==> src/rtl/my_pkg.sv <==
// Shared parameters, FSM state type and request packet builder for the fetch path.
package my_pkg;

    localparam int MESH_SIZE     = 4;
    localparam int COORD_LENGTH  = 2;
    localparam int ADDR_LENGTH   = 8;
    localparam int FEATURES      = 4;
    localparam int DATA_WIDTH    = 8;
    localparam int PACKET_LENGTH = 24;

    // Row index sits in the low bits of a neighbour address.
    localparam int ROW_LENGTH = ADDR_LENGTH - 2 * COORD_LENGTH;
    // Zero fill between the source coordinates and the row field of a request.
    localparam int PAD_LENGTH = PACKET_LENGTH - 1 - 4 * COORD_LENGTH - ROW_LENGTH;

    typedef enum logic [1:0] {
        IDLE,
        SEND,
        WAIT,
        OUT
    } fsched_state_t;

    // Request flit: {1, dest x, dest y, src x, src y, zero pad, row}.
    function automatic logic [PACKET_LENGTH-1:0] build_req_pkt(
        input logic [ADDR_LENGTH-1:0]  addr,
        input logic [COORD_LENGTH-1:0] x,
        input logic [COORD_LENGTH-1:0] y
    );
        build_req_pkt = {1'b1,
                         addr[ADDR_LENGTH-1 -: 2*COORD_LENGTH],
                         x,
                         y,
                         {PAD_LENGTH{1'b0}},
                         addr[ROW_LENGTH-1:0]};
    endfunction

endpackage

==> src/rtl/fetch_scheduler_inj_port_arbiter.sv <==
// Two-way round-robin mux sharing the local injection port between this
// scheduler's request flit and the co-located response unit's flits.
module inj_port_arbiter
    import my_pkg::*;
(
    input  logic                     clk,
    input  logic                     arst_n,
    input  logic                     req_vld,
    input  logic [PACKET_LENGTH-1:0] req_pkt,
    input  logic                     resp_vld,
    input  logic [PACKET_LENGTH-1:0] resp_pkt,
    input  logic                     inj_read,
    output logic                     inj_vld,
    output logic [PACKET_LENGTH-1:0] inj_pkt,
    output logic                     resp_stall,
    output logic                     req_grant
);

    // 1 when the request side was served by the most recent transfer.
    logic last_req_q;

    // Grant depends only on registered state and resp_vld, never on inj_read.
    always_comb begin
        req_grant  = req_vld && (!resp_vld || !last_req_q);
        resp_stall = req_grant;
        inj_vld    = req_grant || resp_vld;
        inj_pkt    = req_grant ? req_pkt : resp_pkt;
    end

    // Remember which side moved a flit so the other side wins the next tie.
    always_ff @(posedge clk or negedge arst_n) begin
        if (!arst_n) begin
            last_req_q <= 1'b0;
        end else if (inj_vld && inj_read) begin
            last_req_q <= req_grant;
        end
    end

endmodule

==> src/rtl/fetch_scheduler.sv <==
// Issues one read request per neighbour address, collects the returned
// feature flits and hands the assembled vector to the aggregator.
//
//  state | meaning
//  ------+--------------------------------------------------------------
//  IDLE  | ready for the next neighbour address
//  SEND  | request flit presented on the shared injection port
//  WAIT  | collecting FEATURES data flits addressed to this node
//  OUT   | assembled vector held until the aggregator takes it
module fetch_scheduler
    import my_pkg::*;
#(
    parameter logic [COORD_LENGTH-1:0] X_COORD = 1,
    parameter logic [COORD_LENGTH-1:0] Y_COORD = 1
) (
    input  logic                           clk,
    input  logic                           arst_n,
    input  logic                           nbr_vld,
    input  logic [ADDR_LENGTH-1:0]         nbr_addr,
    input  logic                           nbr_last,
    output logic                           nbr_rdy,
    input  logic                           rx_vld,
    input  logic [PACKET_LENGTH-1:0]       rx_pkt,
    output logic                           rx_accept,
    input  logic                           resp_vld,
    input  logic [PACKET_LENGTH-1:0]       resp_pkt,
    output logic                           resp_stall,
    input  logic                           inj_read,
    output logic                           inj_vld,
    output logic [PACKET_LENGTH-1:0]       inj_pkt,
    output logic                           vec_vld,
    output logic [FEATURES*DATA_WIDTH-1:0] vec_data,
    output logic                           vec_last,
    input  logic                           vec_rdy,
    output logic                           busy,
    output logic                           err_misroute
);

    localparam int CNT_W = $clog2(FEATURES + 1);
    localparam logic [CNT_W-1:0] LAST_WORD = CNT_W'(FEATURES - 1);

    fsched_state_t                  state_q, state_d;
    logic [ADDR_LENGTH-1:0]         addr_q;
    logic                           last_q;
    logic [CNT_W-1:0]               count_q;
    logic [FEATURES*DATA_WIDTH-1:0] vec_q;
    logic                           err_q;

    logic                     req_vld;
    logic                     req_grant;
    logic [PACKET_LENGTH-1:0] req_pkt;
    logic                     dest_ok;
    logic                     unused_rx;

    // Data flits reuse the request layout: dest coordinates right below the MSB.
    assign dest_ok = (rx_pkt[PACKET_LENGTH-2 -: COORD_LENGTH] == X_COORD) &&
                     (rx_pkt[PACKET_LENGTH-2-COORD_LENGTH -: COORD_LENGTH] == Y_COORD);

    // Source coordinates and padding of returned flits carry nothing we need.
    assign unused_rx = ^rx_pkt[PACKET_LENGTH-2-2*COORD_LENGTH : DATA_WIDTH];

    assign req_vld = (state_q == SEND);
    assign req_pkt = build_req_pkt(addr_q, X_COORD, Y_COORD);

    inj_port_arbiter u_arb (
        .clk        (clk),
        .arst_n     (arst_n),
        .req_vld    (req_vld),
        .req_pkt    (req_pkt),
        .resp_vld   (resp_vld),
        .resp_pkt   (resp_pkt),
        .inj_read   (inj_read),
        .inj_vld    (inj_vld),
        .inj_pkt    (inj_pkt),
        .resp_stall (resp_stall),
        .req_grant  (req_grant)
    );

    // Next-state logic and state-decoded handshake outputs.
    always_comb begin
        state_d   = state_q;
        nbr_rdy   = 1'b0;
        rx_accept = 1'b0;
        vec_vld   = 1'b0;
        case (state_q)
            IDLE: begin
                nbr_rdy = 1'b1;
                if (nbr_vld) state_d = SEND;
            end
            SEND: begin
                if (req_grant && inj_read) state_d = WAIT;
            end
            WAIT: begin
                rx_accept = rx_vld && !rx_pkt[PACKET_LENGTH-1];
                if (rx_accept && dest_ok && (count_q == LAST_WORD)) state_d = OUT;
            end
            OUT: begin
                vec_vld = 1'b1;
                if (vec_rdy) state_d = IDLE;
            end
            default: state_d = IDLE;
        endcase
    end

    assign busy         = (state_q != IDLE);
    assign vec_data     = vec_q;
    assign vec_last     = vec_vld && last_q;
    assign err_misroute = err_q;

    // State register.
    always_ff @(posedge clk or negedge arst_n) begin
        if (!arst_n) state_q <= IDLE;
        else         state_q <= state_d;
    end

    // Address latch, word counter, vector assembly and misroute flag.
    always_ff @(posedge clk or negedge arst_n) begin
        if (!arst_n) begin
            addr_q  <= '0;
            last_q  <= 1'b0;
            count_q <= '0;
            vec_q   <= '0;
            err_q   <= 1'b0;
        end else begin
            if ((state_q == IDLE) && nbr_vld) begin
                addr_q  <= nbr_addr;
                last_q  <= nbr_last;
                count_q <= '0;
                vec_q   <= '0;
            end
            if (rx_accept) begin
                if (dest_ok) begin
                    vec_q[int'(count_q)*DATA_WIDTH +: DATA_WIDTH] <= rx_pkt[DATA_WIDTH-1:0];
                    count_q <= count_q + 1'b1;
                end else begin
                    err_q <= 1'b1;
                end
            end
        end
    end

endmodule

==> config.mk <==
export PLATFORM = sky130hd
export DESIGN_NAME = fetch_scheduler
export DESIGN_NICKNAME = d
export VERILOG_FILES = /design/src/rtl/my_pkg.sv /design/src/rtl/fetch_scheduler_inj_port_arbiter.sv /design/src/rtl/fetch_scheduler.sv
export SDC_FILE = /design/constraint.sdc
export NUM_CORES = 1
export LEC_CHECK = 0
export BUFFER_PORTS_ARGS = -buffer_cell sky130_fd_sc_hd__buf_2
export CORE_MARGIN = 10
export CORE_UTILIZATION = 49
export DETAILED_ROUTE_END_ITERATION = 8
export GPL_ROUTABILITY_DRIVEN = 1
export PLACE_DENSITY = 0.86
export SKIP_CTS_REPAIR_TIMING = 1
export SLEW_MARGIN = 20
export SYNTH_ARGS = -nofsm -noshare
export SYNTH_HDL_FRONTEND = slang
export SYNTH_SLANG_ARGS = --single-unit
==> constraint.sdc <==
create_clock -name clk -period 5.68 [get_ports clk]
set_input_delay 1.42 -clock clk [delete_from_list [all_inputs] [get_ports clk]]
set_output_delay 1.42 -clock clk [all_outputs]
set_load 0.01 [all_outputs]
# Yosys cells after proc, flatten, opt, wreduce, memory -nomap -nowiden
# Index checks and enable logic that the tools add are counted.
[word_totals] reg_bits=48 in_bits=64 word_cells=56
[classes] add_sub_neg=2 eq_ne=10 shifts=2 mux=16 bitwise_logic=1 n_reduce_logical=18
[ops] op="$mux 32" count=3
[ops] op="$neg 6->33" count=1
[ops] op="$shift 8x33->32 const A" count=1
[ops] op="$shiftx 8x33->32" count=1
[ops] op="$bwmux 32" count=1
[ops] op="$mux 24" count=1
[ops] op="$logic_and 1x1->1" count=9
[ops] op="$mux 3" count=3
[ops] op="$mux 2" count=4
[ops] op="$ne 2x2->1 const B" count=4
[ops] op="$pmux 2 s4" count=1
[ops] op="$eq 2x1->1 const B" count=3
[ops] op="$eq 2x2->1 const B" count=2
[ops] op="$reduce_and 4->1" count=1
[ops] op="$add 3x1->3 const B" count=1
[ops] op="$eq 3x2->1 const B" count=1
[ops] op="$logic_not 1->1" count=3
[ops] op="$mux 1" count=3
[ops] op="$logic_not 2->1" count=1
[ops] op="$logic_or 1x1->1" count=2
[ops] op="$reduce_and 2->1" count=1
[ops] op="$reduce_bool 2->1" count=1
[ops] op="$not 1->1" count=1

# Depth between registers and ports, before layout
# Gate-level depths: netlist (run 1).
[logic_depth] ltp_word=6 mapped_depth=11 ltp_nobuf=7

# Modules after synthesis
# Synthesis (run 1) repeated with hierarchy kept, for this count alone.
[hier_totals] hier_cells=220 area_unflattened_um2=2642.5
[by_module_without_submodules] module="fetch_scheduler" instances=1 cells_per_inst=188 area_each_um2=2280.9
[by_module_without_submodules] module="inj_port_arbiter" instances=1 cells_per_inst=32 area_each_um2=361.6

# Worst setup path after synthesis (run 1)
# Ideal clock, no wire load.
[synth_path] path_kind="input -> output" startpoint="input port resp_vld" endpoint="output port inj_pkt[20]" arrival_ns=2.308 required_ns=4.260 slack_ns=1.952 path_stages=5 n_path_buf=2 cell_sequence="nand2_1 and2_1 buf_2 buf_2 mux2_2"
[synth_via] elab_chain_len=4
[synth_lines] item="start, declared" line="fetch_scheduler.sv:25" rtl="input logic resp_vld,"
[synth_lines] item="$logic_not 1->1" line="fetch_scheduler_inj_port_arbiter.sv:24" rtl="req_grant = req_vld && (!resp_vld || !last_req_q);"
[synth_lines] item="$logic_or 1x1->1" line="fetch_scheduler_inj_port_arbiter.sv:24"
[synth_lines] item="$logic_and 1x1->1" line="fetch_scheduler_inj_port_arbiter.sv:24"
[synth_lines] item="$mux 24" line="fetch_scheduler_inj_port_arbiter.sv:27" rtl="inj_pkt = req_grant ? req_pkt : resp_pkt;"
[synth_lines] item="end, declared" line="fetch_scheduler.sv:30" rtl="output logic [PACKET_LENGTH-1:0] inj_pkt,"
# No other way between the ends.

# Final worst setup path (run 1)
[layout_path] startpoint="input port resp_vld" endpoint="output port inj_pkt[0]"
# Same word-level chain as after synthesis.

==> flow_summary.toml, run 1 <==
[grt]
grt_overflow_total = 0
antenna_found_initial = 0
grt_pass1_wl_mm = 11.5
grt_max_degree = 49
first_global_vias = 2201
grt_usage = 0.169

[clock_tree]
cts_buffer_depth = 2
clk_latency_ps = 300
tritoncts = "done"
clk_pin_slew_ps = 90
h-tree-depth = 2
cts_sinks = 48
numCtsBuffers = 5
cts_root_buf = "clkbuf_8"

[timing]
post-route-min-period_ps = 4260
rsz0062_at_grt = "no"
report.final.slew_viol_count = 0
finClkSkew_ps = 8.05
finalCritPeriodShare = 0.749
max_freq_mhz = 235
fin_tns_setup_ps = 0
max_slew_margin = 0.447
tightest_slew_ps = 829
finalHoldViolations = 0
setup_viol = 0

[placed_design]
place_congestion = 0.807
placed_cells = 419
dpl_cell_area_um2 = 3060
place_hpwl_mm = 5.43
io_buffer_count = 116

[synth]
ys.flop_type = "dfrtp_1"
async_flop_share = 1.00
syn_avg_cell_area_um2 = 9.86
yosysTopAreaCell = "dfrtp_1"
synthTopCellsByCount = "nand2_1, dfrtp_1, nand3_1"
synth_enable_flop_cells = 0
synth_area_um2 = 2440
synth_most_common_cell = "nand2_1"
synth_cell_types = 35
seq_area_frac_synth = 0.491
yosys_warnings = 0
netlist_instances = 248
yosys-top-cells-area = "dfrtp_1, nand2_1, mux2_2, ha_1, nand3_1"
ys_ff_latch = 48
synth_top_cell_area_share = 0.491
synth_fp_nets = 321

[final_layout]
layout-drive-gt1-share = 0.428
syn2layout_area_growth_pct = 30.3
stdcell_count = 427
n_antenna_cell = 0
stdcell_area_um2 = 3190
layout.nets = 432

[worst_hold_path]
min_path_type = "reg -> reg"
hp-start = "err_misroute$_DFFE_PN0P_"

[route]
wl_per_cell_um = 16.5
num_vias = 2201
antenna_left = 0
drc = 0
drtIter0Drc = 89
dr.pass1.iters = 4
drt_wl_total_mm = 7.06
detail_route.vias_per_cell = 5.15

[floorplan]
die_area_um2 = 8210
die_w_um = 90.6
fp-row-count = 25
die_h_um = 90.6
start_util = 0.511
ios = 128
core_um2 = 4790

[setup_path]
crit_start = "resp_vld"
crit_arrival_ps = 2840
cp_cell_sequence = "buf_2, nand2_1, and2_1, mux2_2, buf_2"
crit_fanout = 25
start_kind = "input port"
cp.required_ps = 4260
r2r-start = "count_q[0]$_DFF_PN0_"
slowest_stage = "and2_1"
crit_path_max_incr_delay_ps = 670
cpMostUsedCell = "buf_2"
crit_type = "in -> out"
end_kind = "primary output"

[power_and_ir_drop]
seq_power_share = 0.386
p_int_uw = 735
combPwrFrac = 0.369
swShare = 0.331
ir_drop_uv = 182
power.density_nw_per_um2 = 345
power.net_switching_uw = 364
clkPwrFrac = 0.245
finalPower_uw = 1100
leakagePower_uw = 0.00169

[outcome]
status = "complete, no violations"

[run]
drv_cap = 0
[per-stage QoR]
stage / setup WS [ps] / hold slack [ps] / util
2_1_floorplan: 1950 / 450 / -
3_3_place_gp: 1470 / 436 / 0.639
3_5_place_dp: 1420 / 455 / 0.639
4_1_cts: 1410 / 477 / 0.665
5_1_grt: 1260 / 514 / 0.666
6_report: 1420 / 472 / 0.666
[cell families after synthesis]
logic type	Yosys count	synth area share
compound gates	33	0.0752
fa+ha+maj	9	0.0461
buf+inv	21	0.0368
flops	48	0.491
mux	18	0.0829
simple gates	119	0.268
[critical path: cells and delay by family]
| family | cells | cell delay (ps) |
|---|---|---|
| and+or+nand+nor | 2 | 740 |
| muxes | 1 | 410 |
| buffers and inverters | 2 | 250 |
[cell usage in the layout, fill, tap and decap left out, types with 4 or more instances in the layout]
| cell type | instances |
|---|---|
| buf_2 | 115 |
| nand2_1 | 62 |
| dfrtp_1 | 48 |
| nand3_1 | 20 |
| mux2_2 | 18 |
| o21ai_0 | 18 |
| nor2b_1 | 13 |
| ha_1 | 9 |
| inv_1 | 8 |
| o21ai_1 | 8 |
| clkbuf_8 | 7 |
| or2_2 | 4 |
[power groups by stage]
stage	clock, uW	combinational [uW]	sequential (uW)
2_1_floorplan	0	272	423
3_3_place_gp	0	399	428
3_5_place_dp	0	410	432
4_1_cts	275	412	425
5_1_grt	290	449	432
6_report	269	405	425
[per-layer routing]
layer,routed length (um),up-vias,global-route usage,part of all wire
li1,-,1054,-,-
met1,3140,1021,0.220,0.44
met2,3060,120,0.257,0.43
met3,806,6,0.0648,0.11
met4,57,0,0.0398,0.0081
met5,0,-,0,0
[sequential cells by signal (all words and copies together), names as in the netlist]
signal	flops
u_arb.last_req_q	1
vec_data	32
count_q	3
last_q	1
state_q	2
addr_q	8
err_misroute	1
[path summary, 6_finish.rpt]
kind,end,slack [ps],cells past startpoint
max,inj_pkt[0],1420,5
min,err_misroute$_DFFE_PN0P_,470,1
max reg2reg,vec_data[26]$_DFF_PN0_,3310,7
min reg2reg,err_misroute$_DFFE_PN0P_,470,1
max in group asynchronous,state_q[0]$_DFFE_PN0P_,4170,1
min in group asynchronous,vec_data[9]$_DFF_PN0_,1110,1
[final cells by class]
class / instances / area, um^2
clock buffers: 7 / 96.3
well taps: 67 / 83.8
fillers: 410 / 1600
repair buffers: 117 / 591
flip-flops and latches: 48 / 1200
clock inverters: 1 / 30.0
multi-input cells: 179 / 1150
inverters: 8 / 30.0
No activity file was read; power rests on OpenSTA's default activity.
==> run 2: changes to the inputs <==
--- a/config.mk
+++ b/config.mk
@@ -7,10 +7,10 @@
 export LEC_CHECK = 0
 export BUFFER_PORTS_ARGS = -buffer_cell sky130_fd_sc_hd__buf_2
 export CORE_MARGIN = 10
-export CORE_UTILIZATION = 49
+export CORE_UTILIZATION = 45
 export DETAILED_ROUTE_END_ITERATION = 8
 export GPL_ROUTABILITY_DRIVEN = 1
-export PLACE_DENSITY = 0.86
+export PLACE_DENSITY = 0.8
 export SKIP_CTS_REPAIR_TIMING = 1
 export SLEW_MARGIN = 20
 export SYNTH_ARGS = -nofsm -noshare
==> constraint.sdc (replaced) <==
create_clock -name clk -period 4.2 [get_ports clk]
set_input_delay 1.05 -clock clk [delete_from_list [all_inputs] [get_ports clk]]
set_output_delay 1.05 -clock clk [all_outputs]
set_load 0.01 [all_outputs]
==> flow_summary.toml, run 2 (synthesis results as in run 1) <==
[setup_path]
crit_path_max_incr_delay_ps = 550
crit_type = "in -> out"
cp-endpoint = "inj_pkt[3]"
cpMostUsedCell = "buf_2"
crit_fanout = 19
cp.required_ps = 3150
start_kind = "input port"
crit_start = "resp_vld"
cp_top_family = "simple AND/OR/NAND/NOR gates"
end_kind = "primary output"
reg2reg_slack_ps = 1860
cp_cell_sequence = "buf_2, nand2_1, and2_1, mux2_2, buf_2"
crit_arrival_ps = 2370
timing.critical_path.buf_inv = 2
slowest_stage = "and2_1"
worstReg2RegEnd = "vec_data[5]$_DFF_PN0_"
cp.depth = 5
rr_worst_depth = 6
r2r-start = "count_q[0]$_DFF_PN0_"

[run]
drv_cap = 0

[floorplan]
die_w_um = 93.7
core_um2 = 5170
ios = 128
fp-row-count = 26
start_util = 0.473
die_h_um = 93.7
die_area_um2 = 8780

[grt]
grt_pass1_wl_mm = 11.4
grt_usage = 0.162
grt_max_degree = 49
grt_overflow_total = 0
first_global_vias = 2269
antenna_found_initial = 0

[timing]
report.final.slew_viol_count = 0
finalCritPeriodShare = 0.814
tightest_slew_ps = 654
rsz0062_at_grt = "no"
setup_viol = 0
finClkSkew_ps = 3.60
setup_ws_ps = 782
finalHoldViolations = 0
max_freq_mhz = 293
max_slew_margin = 0.564
post-route-min-period_ps = 3420
fin_tns_setup_ps = 0

[route]
wl_met1_mm = 3.02
num_vias = 2188
drt_wl_total_mm = 7.16
drc = 0
dr_wl_met2_mm = 3.17
dr.pass1.iters = 4
wl_met3_um = 934
antenna_left = 0
detail_route.vias_per_cell = 5.06
wl_per_cell_um = 16.6
drtIter0Drc = 102
highest_layer = "met4"

[power_and_ir_drop]
combPwrFrac = 0.391
p_int_uw = 920
ir_drop_uv = 209
swShare = 0.348
leakagePower_uw = 0.00168
power.density_nw_per_um2 = 446
clkPwrFrac = 0.204
power.net_switching_uw = 491
seq_power_share = 0.405

[final_layout]
syn2layout_area_growth_pct = 29.6
n_antenna_cell = 0
layout-drive-gt1-share = 0.431
layout_commonest_cell = "buf_2"
final.fill_count = 445
layout.nets = 434
final_cell_mix = "buf_2, nand2_1, dfrtp_1"
largest_reg_flops = 32

[outcome]
status = "complete, no violations"

[placed_design]
place_hpwl_mm = 5.61
io_buffer_count = 116
dp_slack_ps = 777
place_congestion = 0.847

[clock_tree]
cts_sinks = 48
cts_buffer_depth = 2
clk_pin_slew_ps = 90
clk_latency_ps = 300
tritoncts = "done"
numCtsBuffers = 5
h-tree-depth = 2
cts_root_buf = "clkbuf_8"

[worst_hold_path]
min_path_type = "reg -> reg"
-- run 2: changes by cell type in the layout (fill, tap and decap cells not counted), sizes merged --
cell | previous run | this run
clkbuf | 7 | 6
bufinv | 1 | 0
buf | 117 | 119
clkinv | 0 | 2
-- run 2: worst reg2reg max path, delay by kind of cell (launching register included) --
family                     cells  cell delay, ps
buffers and inverters          1              90
and+or+nand+nor                2             740
adders and majority gates      2             510
AOI/OAI and AO/OA              1             190
DFF                            1             660
-- run 2: layout make-up --
type / instances / area (um^2) / share of cell area
Sequential cell: 48 / 1200 / 0.379
Timing Repair Buffer: 119 / 603 / 0.190
Clock buffer: 6 / 82.6 / 0.0261
Inverter: 8 / 30.0 / 0.00948
Tap cell: 70 / 87.6 / 0.0276
Multi-Input combinational cell: 179 / 1150 / 0.364
Clock inverter: 2 / 10.0 / 0.00316
-- run 2: worst min path at each step --
| stage | from | to | depth (start not counted) |
|---|---|---|---|
| 2_1_floorplan | u_arb.last_req_q$_DFFE_PN0P_ | u_arb.last_req_q$_DFFE_PN0P_ | 1 |
| 3_3_place_gp | err_misroute$_DFFE_PN0P_ | err_misroute$_DFFE_PN0P_ | 1 |
| 3_5_place_dp | err_misroute$_DFFE_PN0P_ | err_misroute$_DFFE_PN0P_ | 1 |
| 4_1_cts | err_misroute$_DFFE_PN0P_ | err_misroute$_DFFE_PN0P_ | 1 |
| 5_1_grt | err_misroute$_DFFE_PN0P_ | err_misroute$_DFFE_PN0P_ | 1 |
| 6_report | err_misroute$_DFFE_PN0P_ | err_misroute$_DFFE_PN0P_ | 1 |
-- run 2: layer usage --
metal	vias to the layer above	GRT usage
met2	103	0.263
met4	0	0.0266
met1	1016	0.187
li1	1064	-
met5	-	0
met3	5	0.0863
-- run 2: power groups by stage --
stage | sequential [uW] | clock [uW] | combinational [uW]
2_1_floorplan | 572 | 0 | 368
3_3_place_gp | 578 | 0 | 549
3_5_place_dp | 583 | 0 | 561
4_1_cts | 573 | 292 | 562
5_1_grt | 585 | 315 | 618
6_report | 572 | 287 | 552
-- run 2: metrics by stage --
step                      utilization  power, uW  area (um^2)  std cells  hold slack, ps
after floorplan                     -        940         2440        248             450
after global placement          0.595       1130         3080        424             437
after detailed placement        0.595       1140         3080        424             442
after CTS                       0.612       1430         3170        432             461
after global routing            0.612       1520         3170        432             488
final                           0.612       1410         3170        432             454
==> run 3: changes to the inputs <==
==> constraint.sdc (replaced) <==
create_clock -name clk -period 3.4 [get_ports clk]
set_input_delay 0.85 -clock clk [delete_from_list [all_inputs] [get_ports clk]]
set_output_delay 0.85 -clock clk [all_outputs]
set_load 0.01 [all_outputs]
==> flow_summary.toml, run 3 (synthesis results as in run 1) <==
[route]
wl_per_cell_um = 16.4
antenna_left = 0
drtIter0Drc = 95
dr.pass1.iters = 4
num_vias = 2182
detail_route.vias_per_cell = 5.05
drt_wl_total_mm = 7.10
drc = 0

[grt]
antenna_found_initial = 0
grt_pass1_wl_mm = 11.1
first_global_vias = 2224
grt_usage = 0.156
grt_overflow_total = 0
grt_max_degree = 49

[timing]
fin_tns_setup_ps = 0
post-route-min-period_ps = 3110
report.final.slew_viol_count = 0
setup_ws_ps = 294
rsz0062_at_grt = "no"
finalHoldViolations = 0
tightest_slew_ps = 686
max_freq_mhz = 322
setup_viol = 0
finalCritPeriodShare = 0.913
finClkSkew_ps = 7.82
max_slew_margin = 0.542

[power_and_ir_drop]
ir_drop_uv = 250
power.density_nw_per_um2 = 552
leakagePower_uw = 0.00168

[setup_path]
crit_fanout = 20
cp.required_ps = 2550
crit_arrival_ps = 2260
reg2reg_slack_ps = 1050
end_kind = "primary output"
r2r-start = "count_q[0]$_DFF_PN0_"
worstReg2RegEnd = "vec_data[4]$_DFF_PN0_"
crit_type = "reg -> out"
start_kind = "flop"
rr_worst_depth = 6

[final_layout]
final.fill_count = 459
seqCellArea_um2 = 1200
largest_reg_flops = 32
syn2layout_area_growth_pct = 29.6
n_antenna_cell = 0
layout_commonest_cell = "buf_2"
multi_input_area_um2 = 1150
layout-drive-gt1-share = 0.425
layout.nets = 434
final_cell_mix = "buf_2, nand2_1, dfrtp_1"
utilization = 0.612

[clock_tree]
tritoncts = "done"
clk_pin_slew_ps = 90
cts_sinks = 48
cts_buffer_depth = 2
h-tree-depth = 2
numCtsBuffers = 5
cts_root_buf = "clkbuf_8"
clk_latency_ps = 300

[floorplan]
core_um2 = 5170
die_h_um = 93.7
start_util = 0.473
ios = 128
fp-row-count = 26
die_area_um2 = 8780
die_w_um = 93.7

[worst_hold_path]
hold_end = "err_misroute$_DFFE_PN0P_"
hp-start = "err_misroute$_DFFE_PN0P_"
hold_depth = 1
min_path_type = "reg -> reg"

[placed_design]
dp_slack_ps = 376
place_congestion = 0.837
place_hpwl_mm = 5.57
io_buffer_count = 116

[run]
drv_cap = 0

[outcome]
status = "complete, no violations"
==> run 3: cell types whose count changed in the layout (fill, tap and decap cells not counted), sizes merged <==
cell    before  now
clkinv       2    0
clkbuf       6    8
==> run 3: area by class of cell <==
type | instances | share of cell area
tap | 70 | 0.0276
inverter | 8 | 0.00948
timing repair buffer | 119 | 0.191
sequential | 48 | 0.379
clock buffer | 8 | 0.0284
multi-input combinational | 179 | 0.364
==> run 3: layer usage <==
layer | wire length [um] | global-route usage | vias to the layer above
li1 | - | - | 1062
met1 | 3010 | 0.185 | 1009
met2 | 3170 | 0.253 | 104
met3 | 856 | 0.0703 | 7
met4 | 63 | 0.0380 | 0
met5 | 0 | 0 | -
==> run 3: worst max path at each step <==
| stage | start | to | slack, ps | cells past startpoint |
|---|---|---|---|---|
| final | state_q[1]$_DFFE_PN0P_ | inj_pkt[3] | 290 | 5 |
| after global routing | state_q[1]$_DFFE_PN0P_ | inj_pkt[3] | 150 | 5 |
| after CTS | state_q[1]$_DFFE_PN0P_ | inj_pkt[3] | 300 | 5 |
| after detailed placement | resp_vld | inj_pkt[3] | 380 | 5 |
| after global placement | resp_vld | inj_pkt[3] | 400 | 5 |
| after floorplan | resp_vld | inj_pkt[20] | 810 | 5 |
==> run 3: per-stage QoR <==
stage               total power [uW]  std cells  hold slack (ps)  instance area (um^2)
global placement                1400        424              436                  3080
global route                    1870        432              489                  3170
finish                          1750        432              466                  3170
CTS                             1770        432              474                  3170
detailed placement              1420        424              455                  3080
floorplan                       1160        248              450                  2440
==> run 3: worst max-delay path: stages, from the launching register on <==
cell and delay, ps:
dfrtp_1 420, inv_1 110, ha_1 240, and2_1 600
mux2_2 420, buf_2 150
==> run 3: report_power, final <==
part | internal [uW] | switching, uW
Combinational | 325 | 369
Clock | 166 | 182
Sequential | 656 | 51.3
